### config.mk
export PLATFORM = sky130hd
export DESIGN_NAME = div_result_bcd_display
export DESIGN_NICKNAME = d
export VERILOG_FILES = /design/src/rtl/div_result_bcd_display.sv
export SDC_FILE = /design/constraint.sdc
export NUM_CORES = 1
export LEC_CHECK = 0
export CAP_MARGIN = 30
export CORE_ASPECT_RATIO = 0.5
export CORE_MARGIN = 1
export CORE_UTILIZATION = 45
export CTS_CLUSTER_SIZE = 12
export DETAILED_ROUTE_END_ITERATION = 10
export PLACE_DENSITY = 0.68
export SLEW_MARGIN = 5
export SYNTH_ARGS = -nofsm -noshare
export SYNTH_HDL_FRONTEND = slang
export SYNTH_SLANG_ARGS = --single-unit
### constraint.sdc
create_clock -name clk -period 2.7 [get_ports clk]
set_input_delay 0.27 -clock clk [delete_from_list [all_inputs] [get_ports clk]]
set_output_delay 0.27 -clock clk [all_outputs]
set_load 0.03 [all_outputs]
### src/rtl/div_result_bcd_display.sv
// div_result_bcd_display
// Accepts one quotient/remainder pair from the divider, converts both values
// to three BCD digits with an 8-iteration double-dabble engine, holds the
// result and scans it onto a six-digit active-low seven-segment display.

module div_result_bcd_display #(
    parameter int SCAN_DIV = 4
) (
    input  logic        clk,
    input  logic        rst,
    input  logic        in_valid,
    output logic        in_ready,
    input  logic [7:0]  quo,
    input  logic [7:0]  rem,
    output logic        out_valid,
    output logic [11:0] quo_bcd,
    output logic [11:0] rem_bcd,
    output logic [6:0]  seg,
    output logic [5:0]  an
);

    // Counter width is kept at one bit minimum so SCAN_DIV=1 still builds.
    localparam int CNT_W = (SCAN_DIV > 1) ? $clog2(SCAN_DIV) : 1;
    localparam logic [CNT_W-1:0] CNT_LAST = CNT_W'(SCAN_DIV - 1);

    typedef enum logic [1:0] {
        IDLE  = 2'd0,
        SHIFT = 2'd1,
        DONE  = 2'd2
    } state_t;

    state_t             state_r;
    logic [19:0]        quo_work_r;
    logic [19:0]        rem_work_r;
    logic [2:0]         iter_r;
    logic [11:0]        quo_bcd_r;
    logic [11:0]        rem_bcd_r;
    logic               in_ready_r;
    logic               out_valid_r;
    logic [CNT_W-1:0]   scan_cnt_r;
    logic [2:0]         scan_idx_r;
    logic [3:0]         digit_s;
    logic [19:0]        quo_next_s;
    logic [19:0]        rem_next_s;

    // One double-dabble iteration on {bcd[11:0], bin[7:0]}:
    // add 3 to each BCD nibble >= 5, then shift the whole word left.
    function automatic logic [19:0] dabble_step(input logic [19:0] w);
        logic [19:0] a;
        a = w;
        for (int i = 0; i < 3; i++) begin
            if (a[8 + 4*i +: 4] >= 4'd5) begin
                a[8 + 4*i +: 4] = a[8 + 4*i +: 4] + 4'd3;
            end else begin
                a[8 + 4*i +: 4] = a[8 + 4*i +: 4];
            end
        end
        return {a[18:0], 1'b0};
    endfunction

    // Active-low gfedcba pattern for one BCD digit; non-decimal codes blank.
    function automatic logic [6:0] seg_decode(input logic [3:0] d);
        logic [6:0] s;
        case (d)
            4'd0:    s = 7'b1000000;
            4'd1:    s = 7'b1111001;
            4'd2:    s = 7'b0100100;
            4'd3:    s = 7'b0110000;
            4'd4:    s = 7'b0011001;
            4'd5:    s = 7'b0010010;
            4'd6:    s = 7'b0000010;
            4'd7:    s = 7'b1111000;
            4'd8:    s = 7'b0000000;
            4'd9:    s = 7'b0010000;
            default: s = 7'b1111111;
        endcase
        return s;
    endfunction

    // Next value of both working registers for the current iteration.
    always_comb begin
        quo_next_s = dabble_step(quo_work_r);
        rem_next_s = dabble_step(rem_work_r);
    end

    // Conversion FSM: accept in IDLE, iterate 8 times in SHIFT, pulse in DONE.
    always_ff @(posedge clk) begin
        if (rst) begin
            state_r     <= IDLE;
            quo_work_r  <= 20'd0;
            rem_work_r  <= 20'd0;
            iter_r      <= 3'd0;
            quo_bcd_r   <= 12'd0;
            rem_bcd_r   <= 12'd0;
            in_ready_r  <= 1'b1;
            out_valid_r <= 1'b0;
        end else begin
            case (state_r)
                IDLE: begin
                    out_valid_r <= 1'b0;
                    if (in_valid) begin
                        quo_work_r <= {12'd0, quo};
                        rem_work_r <= {12'd0, rem};
                        iter_r     <= 3'd0;
                        in_ready_r <= 1'b0;
                        state_r    <= SHIFT;
                    end else begin
                        in_ready_r <= 1'b1;
                    end
                end
                SHIFT: begin
                    quo_work_r <= quo_next_s;
                    rem_work_r <= rem_next_s;
                    iter_r     <= iter_r + 3'd1;
                    if (iter_r == 3'd7) begin
                        quo_bcd_r   <= quo_next_s[19:8];
                        rem_bcd_r   <= rem_next_s[19:8];
                        out_valid_r <= 1'b1;
                        state_r     <= DONE;
                    end else begin
                        out_valid_r <= 1'b0;
                    end
                end
                DONE: begin
                    out_valid_r <= 1'b0;
                    in_ready_r  <= 1'b1;
                    state_r     <= IDLE;
                end
                default: begin
                    out_valid_r <= 1'b0;
                    in_ready_r  <= 1'b1;
                    state_r     <= IDLE;
                end
            endcase
        end
    end

    // Free-running display scan: each digit is enabled for SCAN_DIV cycles.
    always_ff @(posedge clk) begin
        if (rst) begin
            scan_cnt_r <= '0;
            scan_idx_r <= 3'd0;
        end else if (scan_cnt_r == CNT_LAST) begin
            scan_cnt_r <= '0;
            scan_idx_r <= (scan_idx_r == 3'd5) ? 3'd0 : scan_idx_r + 3'd1;
        end else begin
            scan_cnt_r <= scan_cnt_r + CNT_W'(1);
        end
    end

    // Select the held digit addressed by the scan index.
    always_comb begin
        digit_s = 4'hF;
        case (scan_idx_r)
            3'd0:    digit_s = rem_bcd_r[3:0];
            3'd1:    digit_s = rem_bcd_r[7:4];
            3'd2:    digit_s = rem_bcd_r[11:8];
            3'd3:    digit_s = quo_bcd_r[3:0];
            3'd4:    digit_s = quo_bcd_r[7:4];
            3'd5:    digit_s = quo_bcd_r[11:8];
            default: digit_s = 4'hF;
        endcase
    end

    // Digit enable and segment drive, decoded from the registered index.
    always_comb begin
        an  = ~(6'b000001 << scan_idx_r);
        seg = seg_decode(digit_s);
    end

    assign in_ready  = in_ready_r;
    assign out_valid = out_valid_r;
    assign quo_bcd   = quo_bcd_r;
    assign rem_bcd   = rem_bcd_r;

endmodule
==> flow_summary.ini <==
[run_status]
outcome = complete, no violations

[worst_hold_path]
hold_path_depth = 1
hold_start = scan_cnt_r[0]$_SDFF_PP0_
min_to = scan_cnt_r[0]$_SDFF_PP0_
hold_path.class = flip-flop to flip-flop

[critical_path]
cp.arrival_ns = 2.40
cp-end-kind = output port
reg2reg_from = quo_work_r[12]$_SDFFE_PP0P_
r2r-end = quo_bcd[6]$_SDFFE_PP0P_
r2r_setup_slack_ns = 0.97
critPathKind = flip-flop to output port
crit_fanout = 4
reg2regPathDepth = 7
crit_required_ns = 2.43
start_kind = flip-flop

[routing]
wirelength_mm = 9.457
drc_errors = 0
post_drt_wl_per_cell_um = 14.66
dr_total_vias = 3463
first_pass_iters = 5
viasPerCell = 5.369
antenna_left = 0
drt_iter0_drc = 236

[synth]
yosysMostFrequentCell = nand2_1
async_flop_share = 0
syn_avg_cell_area_um2 = 8.169
netlist_top_cells_count = nand2_1, dfxtp_1, nor2_1
yosysUniqueCellTypes = 44
yosysTopAreaCell = dfxtp_1
seq_area_frac_synth = 0.3971
yosysWarnings = 0
synth.area.top_cells = dfxtp_1, nand2_1, ha_1
synthFlopType = dfxtp_1
ys_ff_latch = 76
synthesis.nets = 507
syn_inst = 469
synth_edf_count = 0
yosys.area.top_type_share = 0.3971
synth.cell_area_um2 = 3831

[global_routing]
grt_max_degree = 45
grt_first_pass_wirelength_mm = 15.66
grt_usage = 0.2257
grt_overflow = 0
antenna_found_initial = 0
grt_pass1_vias = 3173

[clocking]
tritoncts = done
clkTransAtPathRegs_ns = 0.05
cts_buffers = 9
htree_levels = 3
cts-root-buf = clkbuf_16
insertion_delay_ns = 0.33
clock_sinks = 76
hold_buffers = 0
cts_max_path_buffers = 2

[placed_design]
io_buffers = 57
gp_congestion = 0.9053
placed_cells_incl_taps = 629
dpl.hpwl_mm = 6.493

[timing]
rsz0062_at_grt = true
slew_viol_final = 0
finalHoldViolCount = 0
max-slew-margin-rel = 0.4495
worst_slew_pin_slew_ns = 0.8258
max_freq_mhz = 374.6
setup_viol = 0
fin_skew_ns = 0.006208
fin_crit_sh = 0.9888
post-route-min-period_ns = 2.670

[layout]
drive_above_1_share = 0.1238
finalNonFillerCells = 645
area_growth_pct = 26.78
fin_nets = 569
n_antenna_cell = 0

[power]
power.density_nw_per_um2 = 493.2
power.total_mw = 2.396
vdd.ir_drop.worst_mv = 0.3259
p_leak_nw = 1.838

[floorplanning]
core_area_um2 = 8115
ios = 58
die_area_um2 = 8909
start_util = 0.4721
fp.dieW_um = 132.5
die_h_um = 67.25
std_cell_rows = 23

[flow_run]
maxCapViolations = 0
==> layout make-up <==
cell class / count / area, um^2
Fill cell: 762 / 3258
Multi-Input combinational cell: 342 / 2121
Sequential cell: 76 / 1523
Timing Repair Buffer: 84 / 765.7
Clock buffer: 13 / 240.2
Tap cell: 112 / 140.1
Inverter: 18 / 67.56
==> flip-flops by register name (all words and copies together) (netlist names) <==
name        count
out_valid       1
iter_r          3
rem_work_r     20
scan_idx_r      3
quo_work_r     20
state_r         2
rem_bcd        12
quo_bcd        12
in_ready        1
scan_cnt_r      2
==> worst max-delay path by stage <==
stage / startpoint / endpoint / slack (ns) / cells past startpoint
finish: scan_idx_r[0]$_SDFFE_PP0P_ / seg[3] / 0.03 / 9
global route: scan_idx_r[0]$_SDFFE_PP0P_ / seg[0] / -0.07 / 10
CTS: scan_idx_r[0]$_SDFFE_PP0P_ / seg[5] / 0.01 / 10
detailed placement: scan_idx_r[0]$_SDFFE_PP0P_ / seg[3] / -0.12 / 9
global placement: scan_idx_r[0]$_SDFFE_PP0P_ / seg[3] / -0.03 / 9
floorplan: scan_idx_r[1]$_SDFFE_PP0P_ / seg[1] / 0.06 / 10
==> cell usage in the layout, fill, tap and decap left out, types with 3 or more instances in the layout <==
cell / n
clkdlybuf4s50_1: 49
buf_6: 4
inv_2: 5
a22oi_1: 23
dfxtp_1: 75
nor2_1: 52
mux2i_1: 10
nand3_1: 8
clkbuf_16: 9
buf_4: 30
mux2_1: 3
a311oi_1: 14
inv_1: 13
nand2_1: 77
ha_1: 18
a211oi_1: 9
nor3_1: 12
clkbuf_1: 4
nor3b_1: 10
nand2b_1: 13
o21ai_1: 11
o21ai_0: 4
a21oi_1: 36
xnor2_1: 7
==> per-stage QoR <==
step / setup WS (ns) / TNS, ns / hold WS [ns] / instance area (um^2) / util
finish: 0.03013 / 0 / 0.4258 / 4857 / 0.5985
global route: -0.06949 / -0.2599 / 0.4460 / 4857 / 0.5985
CTS: 0.01329 / 0 / 0.4294 / 4800 / 0.5914
detailed placement: -0.1189 / -0.1189 / 0.4195 / 4546 / 0.5601
global placement: -0.02848 / -0.02848 / 0.4182 / 4546 / 0.5601
floorplan: 0.05731 / 0 / 0.4043 / 3831 / -
==> per-layer routing <==
metal	part of all wire	vias to the layer above	GRT usage
li1	-	1753	-
met2	0.43	113	0.3480
met1	0.51	1595	0.3122
met4	0.0019	0	0.05172
met3	0.060	2	0.06532
met5	0	-	0
==> logic make-up (layout without fill, tap and decap cells) <==
logic type      count (synthesis)  count (layout)  share of synthesized area
compound gates                114             114                     0.2012
xor+xnor                        7               7                    0.01600
fa+ha+maj                      19              19                    0.06205
buf+inv                        51             115                    0.05976
flops                          76              76                     0.3971
mux                            15              15                    0.04278
simple gates                  187             187                     0.2211
==> worst max-delay path, stage by stage, from the launching register on <==
cell and delay, ns:
dfxtp_2 0.35, and2_4 0.16, ha_4 0.12, and2b_2 0.23, o21ai_1 0.13, o2111a_2 0.24, inv_2 0.04, ha_1 0.29
a221o_1 0.33, buf_4 0.17
==> where the power goes <==
part / switching (mW) / internal, mW
logic: 0.119 / 0.0807
clock network: 0.414 / 0.607
registers: 0.0198 / 1.16
total: 0.552 / 1.84
==> timing repair <==
| action | in CTS | in global routing |
|---|---|---|
| setup endpoints to repair | 4 | 6 |
| pin swaps | 2 | 6 |
| resized for setup | 12 | 12 |
| endpoints found under the hold margin | 0 | 0 |
| buffers inserted | 1 | 2 |
(Power assumes the default switching activity.)
==> RTL edit 1, RTL diff (config.mk and constraints unchanged) <==
Encoding of `state_t`: now one-hot (3 bits for 3 states).
--- a/src/rtl/div_result_bcd_display.sv
+++ b/src/rtl/div_result_bcd_display.sv
@@ -23,10 +23,10 @@
     localparam int CNT_W = (SCAN_DIV > 1) ? $clog2(SCAN_DIV) : 1;
     localparam logic [CNT_W-1:0] CNT_LAST = CNT_W'(SCAN_DIV - 1);
 
-    typedef enum logic [1:0] {
-        IDLE  = 2'd0,
-        SHIFT = 2'd1,
-        DONE  = 2'd2
+    typedef enum logic [2:0] {
+        IDLE  = 3'b001,
+        SHIFT = 3'b010,
+        DONE  = 3'b100
     } state_t;
 
     state_t             state_r;
Formal check against the unedited RTL: same outputs for any inputs over 10 cycles, from zero or initial values and one cycle with rst high; not proved beyond that.
==> RTL edit 1 against the original RTL <==
  * Setup slack improved by 49 ps
  * Wire length fell by 7.7%
  * Synthesized area fell by 1.2%
  * Count of clock-buffer cells in the layout did not move
  * Design area fell by 1.2%
  * Total power rose by 4.9%
  * Sequential cell count rose by 1
  * Highest routed layer unchanged
  * Critical endpoint unchanged
  * Maximum frequency rose by 1.9%
  * Largest cell class unchanged
  * Utilization fell by 0.53 points
  * Critical path type unchanged
==> RTL edit 1: results <==
export IMPL_cts_resized=3
export IMPL_grt_max_degree=34
export IMPL_hold_class="in2reg"
export IMPL_post_cts_setup_buffer_count=0
export IMPL_vdd_drop_max_v=0.000347
export IMPL_grt_usage_pct=20.4
export IMPL_synthTopCellsByCount="dfxtp_1, nor2_1, nand2_1, a21oi_1, a22oi_1"
export IMPL_synth_compound_area_share_pct=20.8
export IMPL_outcome="complete, no violations"
export IMPL_routed_wl_microns=8730
export IMPL_synth_area_top_cells="dfxtp_1, nor2_1, ha_1"
export IMPL_yosysSeqAreaShare_pct=40.7
export IMPL_viasPerCell=5.41
export IMPL_drive_above_1_share_pct=11.7
export IMPL_synth_xor_area_share_pct=1.62
export IMPL_worst_pin_slew_ps=667
export IMPL_gp_congestion=0.833
export IMPL_fill_cells=723
export IMPL_wl_per_cell_microns=13.9
export IMPL_arrival_ps=2350
export IMPL_diodes=0
export IMPL_dpl_instance_area_sq_um=4470
export IMPL_grt_pass1_wl_microns=14100
export IMPL_place_ws_ps=63.2
export IMPL_synth_nets=491
export IMPL_cp_max_fo=6
export IMPL_synthCells=453
export IMPL_antenna_found_initial=0
export IMPL_synth_adder_area_share_pct=6.28
export IMPL_finalNetCount=548
export IMPL_finClkSkew_ps=4.16
export IMPL_synthMuxAreaShare_pct=3.24
export IMPL_dp_hpwl_microns=5990
export IMPL_drtIter0Drc=187
export IMPL_syn2layout_area_growth_pct=26.8
export IMPL_synth_cell_types=45
[RTL edit 1: cells by family after synthesis]
logic type               Yosys count
AND/OR/NAND/NOR                  179
AO/OA/AOI/OAI                    112
flip-flops                        77
buffers and inverters             47
adder cells (fa/ha/maj)           19
multiplexers                      12
XOR/XNOR                           7
[RTL edit 1: layer usage]
metal	vias up	track usage, %	share of wire, %
li1	1712	-	-
met1	1588	27.7	53
met2	79	31.9	41
met3	13	4.72	4.7
met4	0	6.69	1.5
met5	-	0	0
[RTL edit 1: layout make-up]
class / instances / area share (%)
Sequential cell: 77 / 32.2
Clock inverter: 3 / 0.391
Inverter: 18 / 1.41
Tap cell: 112 / 2.92
Multi-Input combinational cell: 329 / 43.0
Clock buffer: 13 / 5.63
Timing Repair Buffer: 75 / 14.5
[RTL edit 1: final timing paths]
check | startpoint | endpoint | slack (ps) | cells past startpoint
hold / removal | rst | state_r[2]$_SDFFE_PP0P_ | 420 | 2
setup / recovery | scan_idx_r[0]$_SDFFE_PP0P_ | seg[3] | 80 | 7
setup reg to reg | state_r[0]$_SDFFE_PP1P_ | quo_bcd[11]$_SDFFE_PP0P_ | 1060 | 7
hold reg to reg | scan_cnt_r[0]$_SDFF_PP0_ | scan_cnt_r[0]$_SDFF_PP0_ | 430 | 1
[RTL edit 1: worst max-delay path, cell delays in order, from the launching register on]
cell,delay (ps)
dfxtp_2,350
buf_6,140
mux2_1,320
a22oi_1,160
o2111a_2,310
ha_1,270
a221o_1,310
buf_4,170
[RTL edit 1: power by group through the flow]
stage               Combinational (mW)  Sequential [mW]  Clock [mW]
floorplan                        0.109             1.21           0
global placement                 0.178             1.21           0
detailed placement               0.178             1.21           0
CTS                              0.179             1.18        1.16
global route                     0.202             1.18        1.21
finish                           0.184             1.18        1.15
==> RTL edit 2, RTL diff (config.mk and constraints unchanged) <==
Without the edit above. Change the parameter `SCAN_DIV` from 4 to 8.
--- a/src/rtl/div_result_bcd_display.sv
+++ b/src/rtl/div_result_bcd_display.sv
@@ -4,7 +4,7 @@
 // result and scans it onto a six-digit active-low seven-segment display.
 
 module div_result_bcd_display #(
-    parameter int SCAN_DIV = 4
+    parameter int SCAN_DIV = 8
 ) (
     input  logic        clk,
     input  logic        rst,
Behaviour: not the same (Yosys sat finds a counterexample within 10 cycles, from zero or initial values and one cycle with rst high).
==> RTL edit 2 against the original RTL <==
  * The run now ends with setup timing left
  * Synthesized area shrank 1.5%
  * Setup slack lost 66 ps
  * Combinational power shrank 16%
  * Total power grew 6.0%
  * Global-route usage shrank 1.3 points
  * Via count shrank 0.61%
  * Design area grew 3.2%
  * Worst hold slack gained 2.9 ps
  * Wire length shrank 3.4%
  * Sequential cell count grew 1
  * Critical endpoint unchanged
  * Largest cell class unchanged
  * Largest power group unchanged
  * Highest routed layer unchanged
==> RTL edit 2: results <==
export IMPL_internal_power_mw=1.97
export IMPL_grt_pass1_wl_microns=14700
export IMPL_diodes=0
export IMPL_finClkSkew_ps=6.34
export IMPL_synthMuxAreaShare_pct=3.12
export IMPL_cts_resized=22
export IMPL_crit_slowest_cell="or4b_4"
export IMPL_worst_slack_ps=-36.0
export IMPL_num_vias=3442
export IMPL_drive_above_1_share_pct=15.1
export IMPL_post_cts_setup_buffer_count=5
export IMPL_synth_adder_area_share_pct=6.63
export IMPL_yosys_warnings=0
export IMPL_startpoint="scan_idx_r[1]$_SDFFE_PP0P_"
export IMPL_seqPwrFrac_pct=46.8
export IMPL_totalNegativeSetupSlack_ps=-70.7
export IMPL_grt_usage_pct=21.3
export IMPL_antenna_found_initial=0
export IMPL_grt_max_degree=43
export IMPL_dp_hpwl_microns=6180
export IMPL_worstRegToRegCells=6
export IMPL_finalNetCount=573
export IMPL_clk_power_mw=1.18
export IMPL_whs_path_depth=1
export IMPL_synth_compound_area_share_pct=19.4
export IMPL_slew_headroom_pct=51.5
export IMPL_p_leak_nw=1.90
export IMPL_hold_violations=0
export IMPL_outcome="finished with violations"
export IMPL_synth_cell_types=42
export IMPL_gp_congestion=0.898
export IMPL_synthTopCellsByCount="dfxtp_1, nand2_1, nor2_1, a21oi_1, clkbuf_1"
export IMPL_fill_cells=725
export IMPL_place_ws_ps=-84.9
export IMPL_timing_rr_end="quo_bcd[2]$_SDFFE_PP0P_"
export IMPL_vdd_drop_max_v=0.000454
export IMPL_r2r_slack_ps=830
export IMPL_synth_nets=510
export IMPL_drtIter0Drc=193
export IMPL_grt_pass1_vias=3026
export IMPL_postSynthAreaPerCell_sq_um=8.01
export IMPL_hold_class="reg2reg"
export IMPL_violations="setup timing"
export IMPL_finalSetupViolations=2
export IMPL_routed_wl_microns=9130
export IMPL_synth_area_top_cells="dfxtp_1, nand2_1, ha_1"
export IMPL_first_pass_iters=4
export IMPL_wl_per_cell_microns=14.0
export IMPL_yosysSeqAreaShare_pct=40.9
export IMPL_synth_xor_area_share_pct=1.63
export IMPL_critical_path_max_stage_delay_ps=560
export IMPL_hold_ws_ps=429
export IMPL_path_delay_family="simple AND/OR/NAND/NOR gates"
export IMPL_cts_buffers=9
export IMPL_reg2reg_from="iter_r[0]$_SDFFE_PP0P_"
export IMPL_clk_latency_ps=330
-- RTL edit 2: cell types whose count changed in the layout (fill, tap and decap cells not counted), sizes merged, moves of 3 or more --
cell and delta:
o21ai -3, a211oi +4, buf +3, clkinv +3
nor2 +3, a21oi +3
-- RTL edit 2: metrics by stage --
stage	power (mW)	instance area [sq um]
floorplan	1.32	3790
global placement	1.38	4550
detailed placement	1.38	4550
CTS	2.55	4940
global route	2.63	5010
finish	2.54	5010
-- RTL edit 2: area by class of cell --
cell class,instances,area share (%)
Clock buffer,11,4.84
Clock inverter,4,0.973
Inverter,17,1.27
Multi-Input combinational cell,342,42.4
Sequential cell,77,30.8
Tap cell,112,2.79
Timing Repair Buffer,87,16.9
-- RTL edit 2: per-layer routing --
layer / vias to the layer above / wire length (microns) / global-route usage, %
li1: 1757 / - / -
met1: 1609 / 4510 / 28.4
met2: 71 / 4120 / 34.3
met3: 5 / 449 / 4.95
met4: 0 / 55 / 6.25
met5: - / 0 / 0
